===== config.mk =====
export PLATFORM = sky130hd
export DESIGN_NAME = snake_len_counter
export DESIGN_NICKNAME = d
export VERILOG_FILES = /design/src/rtl/snake_pkg.sv /design/src/rtl/snake_len_counter_bcd_inc8.sv /design/src/rtl/snake_len_counter.sv
export SDC_FILE = /design/constraint.sdc
export NUM_CORES = 1
export LEC_CHECK = 0
export CORE_MARGIN = 8
export CORE_UTILIZATION = 30
export CTS_CLUSTER_DIAMETER = 200
export DETAILED_ROUTE_END_ITERATION = 12
export PLACE_DENSITY = 0.49
export SLEW_MARGIN = 20
export SYNTH_ARGS = -nofsm -noshare
export SYNTH_HDL_FRONTEND = slang
export SYNTH_HIERARCHICAL = 1
export SYNTH_SLANG_ARGS = --single-unit

===== constraint.sdc =====
create_clock -name clk -period 4 [get_ports clk]
set_input_delay 0.8 -clock clk [delete_from_list [all_inputs] [get_ports clk]]
set_output_delay 0.8 -clock clk [all_outputs]
set_load 0.02 [all_outputs]

===== src/rtl/snake_pkg.sv =====
// Shared types and constants for the snake game length tracker.
package snake_pkg;

  // Game phase, encoded as it appears on the game_state output.
  typedef enum logic [1:0] {
    ST_IDLE = 2'd0,
    ST_PLAY = 2'd1,
    ST_OVER = 2'd2
  } state_t;

  // Width of one packed-BCD decimal digit.
  localparam int BCD_DIGIT_W = 4;

  // Default starting and saturation lengths, packed BCD.
  localparam logic [7:0] DEF_INIT_LEN = 8'h03;
  localparam logic [7:0] DEF_MAX_LEN  = 8'h99;

endpackage


===== src/rtl/snake_len_counter_bcd_inc8.sv =====
// Combinational packed-BCD +1 on two digits; carry-out marks 99 -> 00 wrap.
module bcd_inc8
  import snake_pkg::*;
(
  input  logic [2*BCD_DIGIT_W-1:0] i_val,
  output logic [2*BCD_DIGIT_W-1:0] o_sum,
  output logic                     o_carry
);

  logic [BCD_DIGIT_W-1:0] w_ones;
  logic [BCD_DIGIT_W-1:0] w_tens;

  assign w_ones = i_val[BCD_DIGIT_W-1:0];
  assign w_tens = i_val[2*BCD_DIGIT_W-1:BCD_DIGIT_W];

  // Ripple the increment through ones then tens, wrapping each digit at 9.
  always_comb begin
    o_sum   = i_val;
    o_carry = 1'b0;
    if (w_ones == 4'd9) begin
      o_sum[BCD_DIGIT_W-1:0] = 4'd0;
      if (w_tens == 4'd9) begin
        o_sum[2*BCD_DIGIT_W-1:BCD_DIGIT_W] = 4'd0;
        o_carry = 1'b1;
      end else begin
        o_sum[2*BCD_DIGIT_W-1:BCD_DIGIT_W] = w_tens + 4'd1;
      end
    end else begin
      o_sum[BCD_DIGIT_W-1:0] = w_ones + 4'd1;
    end
  end

endmodule


===== src/rtl/snake_len_counter.sv =====
// Snake length tracker: counts food events into a packed-BCD length,
// tracks the session best score and the IDLE/PLAY/OVER game phase.
module snake_len_counter
  import snake_pkg::*;
#(
  parameter logic [7:0] INIT_LEN = DEF_INIT_LEN,
  parameter logic [7:0] MAX_LEN  = DEF_MAX_LEN
) (
  input  logic       clk,
  input  logic       rst_n,
  input  logic       start,
  input  logic       eat,
  input  logic       hit,
  output logic [7:0] snake_length,
  output logic [7:0] best_length,
  output logic [1:0] game_state,
  output logic       length_full
);

  logic   r_start_d;
  logic   r_eat_d;
  logic   r_hit_d;
  logic   w_start_rise;
  logic   w_eat_rise;
  logic   w_hit_rise;

  state_t     r_state;
  state_t     w_state_next;
  logic [7:0] r_len;
  logic [7:0] w_len_next;
  logic [7:0] r_best;
  logic [7:0] w_best_next;
  logic       r_full;
  logic       w_full_next;

  logic [7:0] w_inc_sum;
  logic       w_inc_carry;
  logic       w_inc_ok;

  // Delayed copies of the level inputs for rising-edge detection.
  always_ff @(posedge clk or negedge rst_n) begin
    if (!rst_n) begin
      r_start_d <= 1'b0;
      r_eat_d   <= 1'b0;
      r_hit_d   <= 1'b0;
    end else begin
      r_start_d <= start;
      r_eat_d   <= eat;
      r_hit_d   <= hit;
    end
  end

  assign w_start_rise = start & ~r_start_d;
  assign w_eat_rise   = eat   & ~r_eat_d;
  assign w_hit_rise   = hit   & ~r_hit_d;

  bcd_inc8 u_inc (
    .i_val   (r_len),
    .o_sum   (w_inc_sum),
    .o_carry (w_inc_carry)
  );

  // Saturate at MAX_LEN; the carry guard also blocks any 99 -> 00 wrap.
  assign w_inc_ok = (r_len != MAX_LEN) && !w_inc_carry;

  // Game state, length, best score and full flag registers.
  always_ff @(posedge clk or negedge rst_n) begin
    if (!rst_n) begin
      r_state <= ST_IDLE;
      r_len   <= 8'h00;
      r_best  <= 8'h00;
      r_full  <= 1'b0;
    end else begin
      r_state <= w_state_next;
      r_len   <= w_len_next;
      r_best  <= w_best_next;
      r_full  <= w_full_next;
    end
  end

  // Next-state logic: hit outranks eat in PLAY, best is captured on entry to OVER.
  always_comb begin
    w_state_next = r_state;
    w_len_next   = r_len;
    w_best_next  = r_best;
    case (r_state)
      ST_IDLE: begin
        if (w_start_rise) begin
          w_state_next = ST_PLAY;
          w_len_next   = INIT_LEN;
        end
      end
      ST_PLAY: begin
        if (w_hit_rise) begin
          w_state_next = ST_OVER;
          if (r_len > r_best) begin
            w_best_next = r_len;
          end
        end else if (w_eat_rise && w_inc_ok) begin
          w_len_next = w_inc_sum;
        end
      end
      ST_OVER: begin
        if (w_start_rise) begin
          w_state_next = ST_PLAY;
          w_len_next   = INIT_LEN;
        end
      end
      default: begin
        w_state_next = ST_IDLE;
        w_len_next   = 8'h00;
      end
    endcase
    w_full_next = (w_state_next != ST_IDLE) && (w_len_next == MAX_LEN);
  end

  assign snake_length = r_len;
  assign best_length  = r_best;
  assign game_state   = r_state;
  assign length_full  = r_full;

endmodule


# [After elaboration in Yosys (flattened, before gate mapping)]
# Index checks and enable logic that the tools add are counted.
[totals] out_inout_bits=19 word_cells=42 ff_bits=22
[op_classes] n_reduce_logical=8 muxes=12 bitwise=6 eq_ne=6 magnitude_cmp=1 add_sub_neg=2
[op_table] cell="two-way mux 8 bit" count=3
[op_table] cell="case mux 8 bit (2 select lines)" count=1
[op_table] cell="two-way mux 4 bit" count=3
[op_table] cell="adder 4 x 1 -> 4 bit (second input constant)" count=2
[op_table] cell="== test 4 bit (second input constant)" count=2
[op_table] cell="== test 8 bit (second input constant)" count=1
[op_table] cell="greater-than comparator 8 bit" count=1
[op_table] cell="!= test 8 bit (second input constant)" count=1
[op_table] cell="two-way mux 2 bit" count=2
[op_table] cell="case mux 2 bit (2 select lines)" count=1
[op_table] cell="AND 1 bit" count=3
[op_table] cell="logical AND 1 bit" count=3
[op_table] cell="inverter 1 bit" count=3
[op_table] cell="AND reduction 3 bit" count=1
[op_table] cell="== test 2 x 1 -> 1 bit (second input constant)" count=1
[op_table] cell="== test 2 bit (second input constant)" count=1
[op_table] cell="logical NOT 2 bit" count=1
[op_table] cell="two-way mux 1 bit" count=2
[op_table] cell="nonzero test 2 bit" count=1
[op_table] cell="OR reduction 2 bit" count=1
[op_table] cell="logical NOT 1 bit" count=1

# [Longest topological paths before layout]
# Gate-level depths: netlist of run 1.
[depth] word_depth=11 ltp_mapped=8

# [Hierarchy]
# Netlist of run 1, hierarchy kept.
[by_module_without_submodules] mod="snake_len_counter" n_inst=1 cells_each=103 area_per_inst_um2=1164.9 seq_area_each_um2=550.5
[by_module_without_submodules] mod="bcd_inc8" n_inst=1 cells_each=24 area_per_inst_um2=181.4 seq_area_each_um2=0.0

# [Worst setup path before layout of run 1]
# Ideal clock, no wire load.
[synth_path] kind="in2reg" startpoint="input port hit" endpoint="register r_full, in the netlist length_full" t_required_ns=3.928 arrival_time_ns=2.466 path_stages=6 setup_slack_ns=1.462 cell_sequence="nor2b_1 a2111oi_4 mux2i_1 o21ai_1 or4b_1 nor2_1"
[synth_between] elab_chain_cells=5
[synth_rtl] item="from (decl)" line_no="snake_len_counter.sv:13" source="input logic hit,"
[synth_rtl] item="AND 1 bit" line_no="snake_len_counter.sv:55" source="assign w_hit_rise = hit & ~r_hit_d;"
[synth_rtl] item="two-way mux 8 bit" line_no="snake_len_counter.sv:94" source="if (w_hit_rise) begin"
[synth_rtl] item="case mux 8 bit (2 select lines)" line_no="snake_len_counter.sv:86" source="case (r_state)"
[synth_rtl] item="named net w_len_next[5]" line_no="snake_len_counter.sv:30" source="logic [7:0] w_len_next;"
[synth_rtl] item="== test 8 bit" line_no="snake_len_counter.sv:114" source="w_full_next = (w_state_next != ST_IDLE) && (w_len_next == MAX_LEN);"
[synth_rtl] item="logical AND 1 bit" line_no="snake_len_counter.sv:114"
[synth_rtl] item="named net w_full_next" line_no="snake_len_counter.sv:34" source="logic w_full_next;"
[synth_rtl] item="to (signal assigned)" line_no="snake_len_counter.sv:77" source="r_full <= w_full_next;"
[synth_rtl] item="to (decl)" line_no="snake_len_counter.sv:33" source="logic r_full;"
# The timed path passes the listed nets, and every way through them passes these cells.
# A chain may end at the register's enable or synchronous reset.

# [Worst setup path after layout of run 1]
[layout_path] startpoint="input port eat" endpoint="register r_full, in the netlist length_full"
[layout_between] elab_chain_cells=7
[layout_rtl] item="from (decl)" line_no="snake_len_counter.sv:12" source="input logic eat,"
[layout_rtl] item="AND 1 bit" line_no="snake_len_counter.sv:54" source="assign w_eat_rise = eat & ~r_eat_d;"
[layout_rtl] item="logical AND 1 bit" line_no="snake_len_counter.sv:99" source="end else if (w_eat_rise && w_inc_ok) begin"
[layout_rtl] item="two-way mux 8 bit" line_no="snake_len_counter.sv:99"
[layout_rtl] item="two-way mux 8 bit" line_no="snake_len_counter.sv:94"
[layout_rtl] item="case mux 8 bit (2 select lines)" line_no="snake_len_counter.sv:86"
[layout_rtl] item="named net w_len_next[1]" line_no="snake_len_counter.sv:30"
[layout_rtl] item="== test 8 bit" line_no="snake_len_counter.sv:114"
[layout_rtl] item="logical AND 1 bit" line_no="snake_len_counter.sv:114"
[layout_rtl] item="named net w_full_next" line_no="snake_len_counter.sv:34"
# The timed path passes the listed nets, and every way through them passes these cells.

==> results of run 1 <==
==> routing by layer <==
layer / vias up / track usage [%] / wire [um]
met5: - / 0 / 0
met2: 16 / 15.9 / 1590
met3: 5 / 1.95 / 103
met4: 0 / 3.35 / 40
met1: 510 / 11.5 / 1450
li1: 509 / - / -
==> power breakdown <==
| group | internal (mW) | switching [mW] |
|---|---|---|
| clock network | 0.134 | 0.0772 |
| registers | 0.265 | 0.0766 |
| logic | 0.192 | 0.202 |
| total | 0.590 | 0.356 |
==> area by class of cell <==
cell class	instances	area [um^2]	area share [%]
Clock buffer	3	41.3	2.42
Clock inverter	1	30.0	1.76
Inverter	13	48.8	2.86
Multi-Input combinational cell	91	743	43.6
Sequential cell	22	551	32.3
Tap cell	52	65.1	3.82
Timing Repair Buffer	23	225	13.2
==> final timing paths <==
| kind | startpoint | end | slack (ns) |
|---|---|---|---|
| max reg2reg | snake_length[2] | length_full | 1.27 |
| max | eat | length_full | 1.11 |
| min in group clk | best_length[2] | best_length[2] | 0.53 |
| min | rst_n | r_hit_d | 0.50 |
| max in group asynchronous | rst_n | snake_length[3] | 3.16 |
| min reg2reg | best_length[2] | best_length[2] | 0.53 |
==> cells by family (layout without fill, tap and decap cells) <==
kind of cell	after synthesis	count (layout)
xor+xnor	3	3
compound gates	27	27
flops	22	22
mux	18	18
simple gates	35	35
buf+inv	14	40
fa+ha+maj	8	8
==> sequential cells by signal (all words and copies together), names as in the netlist <==
signal        count
length_full       1
r_eat_d           1
game_state        2
best_length       8
snake_length      8
r_start_d         1
r_hit_d           1
==> synthesized netlist by cell type <==
library cell / count / area share [%]
sky130_fd_sc_hd__o211a_1: 1 / 0.74
sky130_fd_sc_hd__o31ai_2: 1 / 0.93
sky130_fd_sc_hd__ha_1: 8 / 7.4
sky130_fd_sc_hd__mux2_2: 7 / 5.9
sky130_fd_sc_hd__nor3b_1: 2 / 1.1
sky130_fd_sc_hd__o22ai_1: 2 / 0.93
sky130_fd_sc_hd__nor2b_1: 7 / 3.3
sky130_fd_sc_hd__a311oi_1: 1 / 0.65
sky130_fd_sc_hd__nand2b_1: 5 / 2.3
sky130_fd_sc_hd__nand2_4: 1 / 0.84
sky130_fd_sc_hd__o2bb2ai_1: 1 / 0.65
sky130_fd_sc_hd__or4b_1: 1 / 0.74
sky130_fd_sc_hd__a22o_1: 3 / 2.0
sky130_fd_sc_hd__mux2_4: 1 / 1.1
sky130_fd_sc_hd__mux2i_1: 9 / 6.7
sky130_fd_sc_hd__inv_1: 13 / 3.6
sky130_fd_sc_hd__nor2_1: 3 / 0.84
sky130_fd_sc_hd__a21o_1: 1 / 0.56
sky130_fd_sc_hd__a31o_1: 1 / 0.65
sky130_fd_sc_hd__a2111oi_4: 1 / 2.0
sky130_fd_sc_hd__nand3_1: 2 / 0.74
sky130_fd_sc_hd__o21ai_0: 4 / 1.5
sky130_fd_sc_hd__nand4_1: 3 / 1.4
sky130_fd_sc_hd__o21ai_1: 4 / 1.5
sky130_fd_sc_hd__mux2_1: 1 / 0.84
sky130_fd_sc_hd__o21ai_2: 1 / 0.65
sky130_fd_sc_hd__o21a_1: 1 / 0.56
sky130_fd_sc_hd__nor4bb_1: 2 / 1.5
sky130_fd_sc_hd__dfrtp_1: 22 / 41
sky130_fd_sc_hd__a21oi_1: 5 / 1.9
sky130_fd_sc_hd__and4bb_4: 1 / 1.2
sky130_fd_sc_hd__xnor2_1: 2 / 1.3
sky130_fd_sc_hd__clkbuf_1: 1 / 0.28
sky130_fd_sc_hd__nand2_1: 8 / 2.2
sky130_fd_sc_hd__xor2_1: 1 / 0.65
==> results summary, run 1 <==
The period utilization came out at 72.3%. The final cell area excluding filler cells came out at 1700 um^2. The cell sitting at the root of the clock tree is a sky130_fd_sc_hd__clkbuf_8. The number of maximum-capacitance violations is 0. The post-synthesis share of cell area spent on xor and xnor gates is 1.95%. STA classifies the critical path startpoint as an input port.

Measured along the x axis, the die boundary spans 83.0 um. The path depth of the worst reg2reg path came out at 8. The min-delay analysis places its worst path in the category in2async. Along the worst path, the maximum fanout reaches 9. After routing, the total negative slack on setup checks comes to 0 ns.

The final number of hold-violating endpoints is 0. The ratio of cells with drive above 1 in the final layout came out at 11.8%. The detailed router's first-iteration violation count came out at 44.

For this run, the slowest stage of the critical path takes 0.77 ns. Before CTS, the worst setup slack after placement is 0.799 ns. The core area came out at 4350 um^2. The transition at the pin with the smallest max-transition slack came out at 0.865 ns. The TritonCTS clock tree is yes. The count of hold-fix buffers inserted at cts is 0. The global-route wire length before repair came out at 5.48 mm. The largest family of logic cells by synthesized area is simple AND/OR/NAND/NOR gates.

The number of nets handed over by synthesis was 140. The worst setup path is of the in2reg kind. The pin count of the biggest net entering global routing came out at 23. The number of vias after detailed routing is 1040.

The count of yosys warnings during synthesis is 6. 24 I/O pins were placed. The critical path buffer and inverter count came out at 1. Setup repair after global routing left no endpoint under its margin.

Synthesis handed over a netlist of 127 instances. The final antenna-violating net count came out at 0. The post-synthesis compound-gate area fraction is 15.1%. The area added between synthesis and finish is 26.6%. After floorplanning, the core was divided into 24 placement rows.

Post-CTS timing repair inserted 0 buffers for setup. For this run, the register share of the synthesized area comes to 40.9%. Setup slack on the critical path of the routed design comes to 1.11 ns. The count of cell types in the netlist is 35. The share of the core filled with cells came out at 39.1%. The data required time at the worst endpoint came out at 4.20 ns. The time the worst path needs with I/O delays and setup came out at 2.89 ns.

The half-perimeter wire length after placement came out at 2.41 mm. For this block, the routed nets add up to 3.19 mm of wire. The clock passes through at most 2 buffers. The residual overflow from global routing came out at 0. The total placed cells including tap cells came out at 201. Of the post-synthesis cell area, the part taken by muxes is 14.5%. The die outline area is 6890 um^2. In this run the cell area measured after placement is 1640 um^2. The number of sinks handled by clock tree synthesis came out at 22. The signal on the critical path passes through clkdlybuf4s50_1, nand2b_1, a2111oi_4, mux2i_1, a21oi_1, or4b_1, nor2_1. The worst slack on hold paths is 0.496 ns. The top cell types in the final layout, fill and taps aside, are sky130_fd_sc_hd__dfrtp_1 (22), sky130_fd_sc_hd__clkdlybuf4s50_1 (22), sky130_fd_sc_hd__inv_1 (13).

The first detailed-routing pass took 4 iterations. The worst supply voltage drop on vdd came out at 0.198 mV. Buffers placed on the I/O ports in this run total 23. The count of cells in the finished layout, fillers not included, comes to 205. At the end of the flow, the number of nets in the layout was 167. The analysis attributes to cell leakage a power of 0.734 nW.

The post-synthesis cell area came out at 1350 um^2. After detailed routing, the number of remaining DRC violations is 0. For this run, the top clock speed supported by timing is 0.346 GHz. The initial antenna violation count is 0.

The number of cells on the critical path is 7. The cell with the largest stage delay on the worst path is sky130_fd_sc_hd__a2111oi_4. The gate family responsible for the most delay along the worst path is compound AO/OA/AOI/OAI gates. The worst-case headroom to the max-slew limit is 42.0%.

The latest clock arrival within the worst-skew pair came out at 0.27 ns. The power consumption is 0.946 mW. The height of the die came out at 83.0 um. The worst clock skew on the final layout came out at 0.00222 ns. Summing the areas of all and, or, nand and nor instances in the mapped netlist gives 16.2% of the synthesized area.

The clock transition at the register clock pins on the worst setup and hold paths after CTS came out at 0.08 ns. The worst setup path is captured at a register. The number of global-route vias before repair came out at 1053.

Each instance of the synthesized netlist takes up on average 10.6 um^2. The total routing resource utilization after global routing came out at 9.45%. The number of fill cells came out at 432. At the worst endpoint, the arrival time is 3.10 ns.

CTS built an H-tree with a depth of 1. Once the clock tree was built, the resizer swapped 0 gates to a different size. 0 antenna diodes ended up in the layout.

The clock buffer count from CTS came out at 3. Dividing the detail-routed via count by the number of cells gives 5.07. Dividing the detail-routed wire length by the instance count gives 15.5 um. The placer congestion estimate is 0.727. The number of endpoints failing setup at the final stage came out at 0. The initial standard-cell utilization of the core is 30.9%.

The power density over the cells is 555 nW/um^2. The total count of max-transition violations in the final report is 0. The run finished with clean final reports.

The adder and majority cell fraction of the synthesized area came out at 7.43%. The number of storage elements in the synthesis netlist is 22.
Power figures use the tool's default switching activity.
==> run 2, diff against run 1 <==
Clock period 4 ns to 2.9 ns, I/O delays scaled along.
==> results summary, run 2 (synthesis results as in run 1) <==
The flow ran to the end, and the final reports show no timing, DRC or antenna violations. The core area is 4350 um^2 (unchanged). The half-perimeter wire length after placement came out at 2.57 mm (+6.8%).

The average wire length per cell after detail routing is 16.2 um (+4.6%). The data required time at the worst endpoint came to 3.10 ns (-1.10 ns). The power density over the cells came out at 733 nW/um^2 (+32%). The placer congestion estimate came out at 0.764 (+5.1%). The initial antenna violation count was 0 (unchanged). The TritonCTS clock tree is yes. The average via count per standard cell came out at 5.06 (-0.24%). The fraction of power spent switching nets came to 39.1% (+1.5 points). The total number of nets in the final design is 175 (+4.8%). The number of endpoints failing setup at the final stage is 0 (unchanged). The clock transition at the register clock pins on the worst setup and hold paths after CTS came out at 0.09 ns (about the same). The final antenna-violating net count came out at 0 (unchanged). The worst supply voltage drop on vdd was 0.271 mV (+37%). Counting I/O delays and the setup requirement, the final critical path takes 2.53 ns.

The final number of hold-violating endpoints is 0 (unchanged). The sequential group share of total power was 32.9% (-3.2 points). The ratio of cells with drive above 1 in the final layout is 15.5% (+3.8 points). The endpoint kind of the worst setup timing path is a register. Tracing the worst setup path back leads to its startpoint at snake_length[1].

The total wire length is 3.46 mm (+8.6%). The count of hold-fix buffers inserted at cts was 0 (unchanged). The initial standard-cell utilization of the core came out at 30.9% (unchanged). The peak per-stage delay on the critical path came out at 0.54 ns (-0.23 ns). The buffer depth of the longest clock path came out at 2 (unchanged). The worst-case headroom to the max-slew limit came to 63.8% (+22 points). The height of the die is 83.0 um (unchanged). The total routing resource utilization after global routing came out at 10.1% (+0.69 points).

The number of maximum-capacitance violations came to 0 (unchanged). The switching power total came out at 0.502 mW (+41%). Broken down by cell family, the worst path's largest delay share belongs to simple AND/OR/NAND/NOR gates. Of the available clock period, the critical path in the final layout requires 87.1%. The level count of the clock H-tree came out at 1 (unchanged).

The setup path with the least slack is of type reg2reg. The transition at the pin with the smallest max-transition slack came out at 0.535 ns (-0.330 ns). The final total negative setup slack is 0 ns (unchanged). The power consumption came out at 1.28 mW (+36%). In the layout the commonest cells are sky130_fd_sc_hd__clkdlybuf4s50_1 (23), sky130_fd_sc_hd__dfrtp_1 (22), sky130_fd_sc_hd__inv_1 (13).

Leaving out fill and tap cells, the most frequent cell in the layout is sky130_fd_sc_hd__clkdlybuf4s50_1. The total count of max-transition violations in the final report is 0 (unchanged). The leakage power came out at 0.766 nW (+4.4%). The number of instances resized during post-cts repair is 0 (unchanged). The worst setup path is launched from a register. The number of sinks handled by clock tree synthesis came to 22 (unchanged).

The worst slack on hold paths came out at 0.523 ns (+0.0268 ns). The share of the core filled with cells came out at 40.3% (+1.1 points). The number of fill cells was 408 (-5.6%).

The launch point of the worst reg-to-reg path is snake_length[1]. The slowest stage of the critical path belongs to the cell sky130_fd_sc_hd__or4b_1. The number of vias after detailed routing is 1078 (+3.7%). The number of I/O pins came out at 24 (unchanged). The clock buffer count from CTS came out at 3 (unchanged). The internal power of the cells came out at 0.782 mW (+33%). The latest clock arrival within the worst-skew pair is 0.27 ns (about the same).

The standard-cell row count came to 24 (unchanged). The area added between synthesis and finish is 30.2%. The final cell area excluding filler cells is 1750 um^2 (+2.9%).

The placed instance area is 1700 um^2 (+3.7%). Setup repair after global routing left no endpoint under its margin. The endpoint arrival time on the critical path came out at 2.73 ns (-0.37 ns). The width of the die was 83.0 um (unchanged). The number of buffer cells added on primary ports came out at 23 (unchanged). The origin of the worst min-delay path is best_length[2]. The worst clock skew on the final layout is 0.00508 ns (+0.00286 ns).

The largest fanout on the critical path is 9 (unchanged). The detailed router's first-iteration violation count came out at 30 (-32%). The die outline area came out at 6890 um^2 (unchanged). The total setup buffers inserted after CTS is 0 (unchanged).

The count of antenna diodes in the layout came out at 0 (unchanged). The min-delay analysis places its worst path in the category reg2reg. The achievable frequency is 0.396 GHz. The number of global-route vias before repair was 1151 (+9.3%).

The pin count of the biggest net entering global routing is 23 (unchanged). The global-route wire length before repair is 5.85 mm (+6.8%). CTS placed an instance of sky130_fd_sc_hd__clkbuf_8 at the clock tree root. Walking the worst path, the cells encountered are and4bb_4, nand2_4, nor3b_1, a2111oi_4, buf_4, mux2i_1, o21ai_1, or4b_1, nor2_1. The number of remaining DRC errors came out at 0 (unchanged). The critical path buffer and inverter count is 1 (unchanged). The residual overflow from global routing is 0 (unchanged). The detailed-router iteration count before antenna repair is 4 (unchanged).

The relative contribution of the clock network to total power came out at 17.7% (-4.6 points). The fraction of power consumed by combinational cells is 49.4% (+7.8 points).
-- run 2: cell types whose count changed in the layout (fill, tap and decap cells not counted), sizes merged --
| cell | previous run | this run |
|---|---|---|
| bufinv | 1 | 0 |
| clkdlybuf4s50 | 22 | 23 |
| buf | 1 | 8 |
| clkbuf | 3 | 4 |
-- run 2: final cells by class --
cell class | count | area, um^2 | share of cell area (%)
multi-input cells | 91 | 743 | 42.4
inverters | 13 | 48.8 | 2.78
repair buffers | 31 | 290 | 16.6
well taps | 52 | 65.1 | 3.71
clock buffers | 4 | 55.1 | 3.14
flip-flops and latches | 22 | 551 | 31.4
-- run 2: metal layers --
metal  up-vias  routed length (um)  GRT usage, %
met1       533                1560          12.0
met5         -                   0             0
met4         0                  18          3.35
met3         2                 121          1.95
met2        15                1760          17.8
li1        528                   -             -
-- run 2: power by group through the flow --
stage          Clock [mW]  Sequential (mW)  Combinational (mW)
4_1_cts             0.240            0.423               0.650
3_3_place_gp            0            0.430               0.631
3_5_place_dp            0            0.429               0.648
5_1_grt             0.250            0.432               0.709
2_1_floorplan           0            0.512               0.288
6_report            0.227            0.423               0.634
-- run 2: through the flow --
stage / setup slack (ns) / cells
after floorplan: 0.369 / 127
after global placement: 0.235 / 209
after detailed placement: 0.153 / 209
after CTS: 0.377 / 213
after global routing: 0.227 / 213
final: 0.373 / 213
-- run 2: final timing paths --
path                                       end  cells after the start  slack [ns]
worst min-delay path            best_length[2]                      1        0.52
max in group asynchronous       best_length[3]                      2        2.00
worst max register to register     length_full                      9        0.37
worst min register to register  best_length[2]                      1        0.52
worst max-delay path               length_full                      9        0.37
min in group asynchronous              r_hit_d                      2        0.66
-- run 2: worst register-to-register path: stages, from the launching register on --
cell,delay [ns]
sky130_fd_sc_hd__dfrtp_1,0.48
sky130_fd_sc_hd__and4bb_4,0.41
sky130_fd_sc_hd__nand2_4,0.07
sky130_fd_sc_hd__nor3b_1,0.35
sky130_fd_sc_hd__a2111oi_4,0.05
sky130_fd_sc_hd__buf_4,0.21
sky130_fd_sc_hd__mux2i_1,0.15
sky130_fd_sc_hd__o21ai_1,0.09
sky130_fd_sc_hd__or4b_1,0.54
sky130_fd_sc_hd__nor2_1,0.11
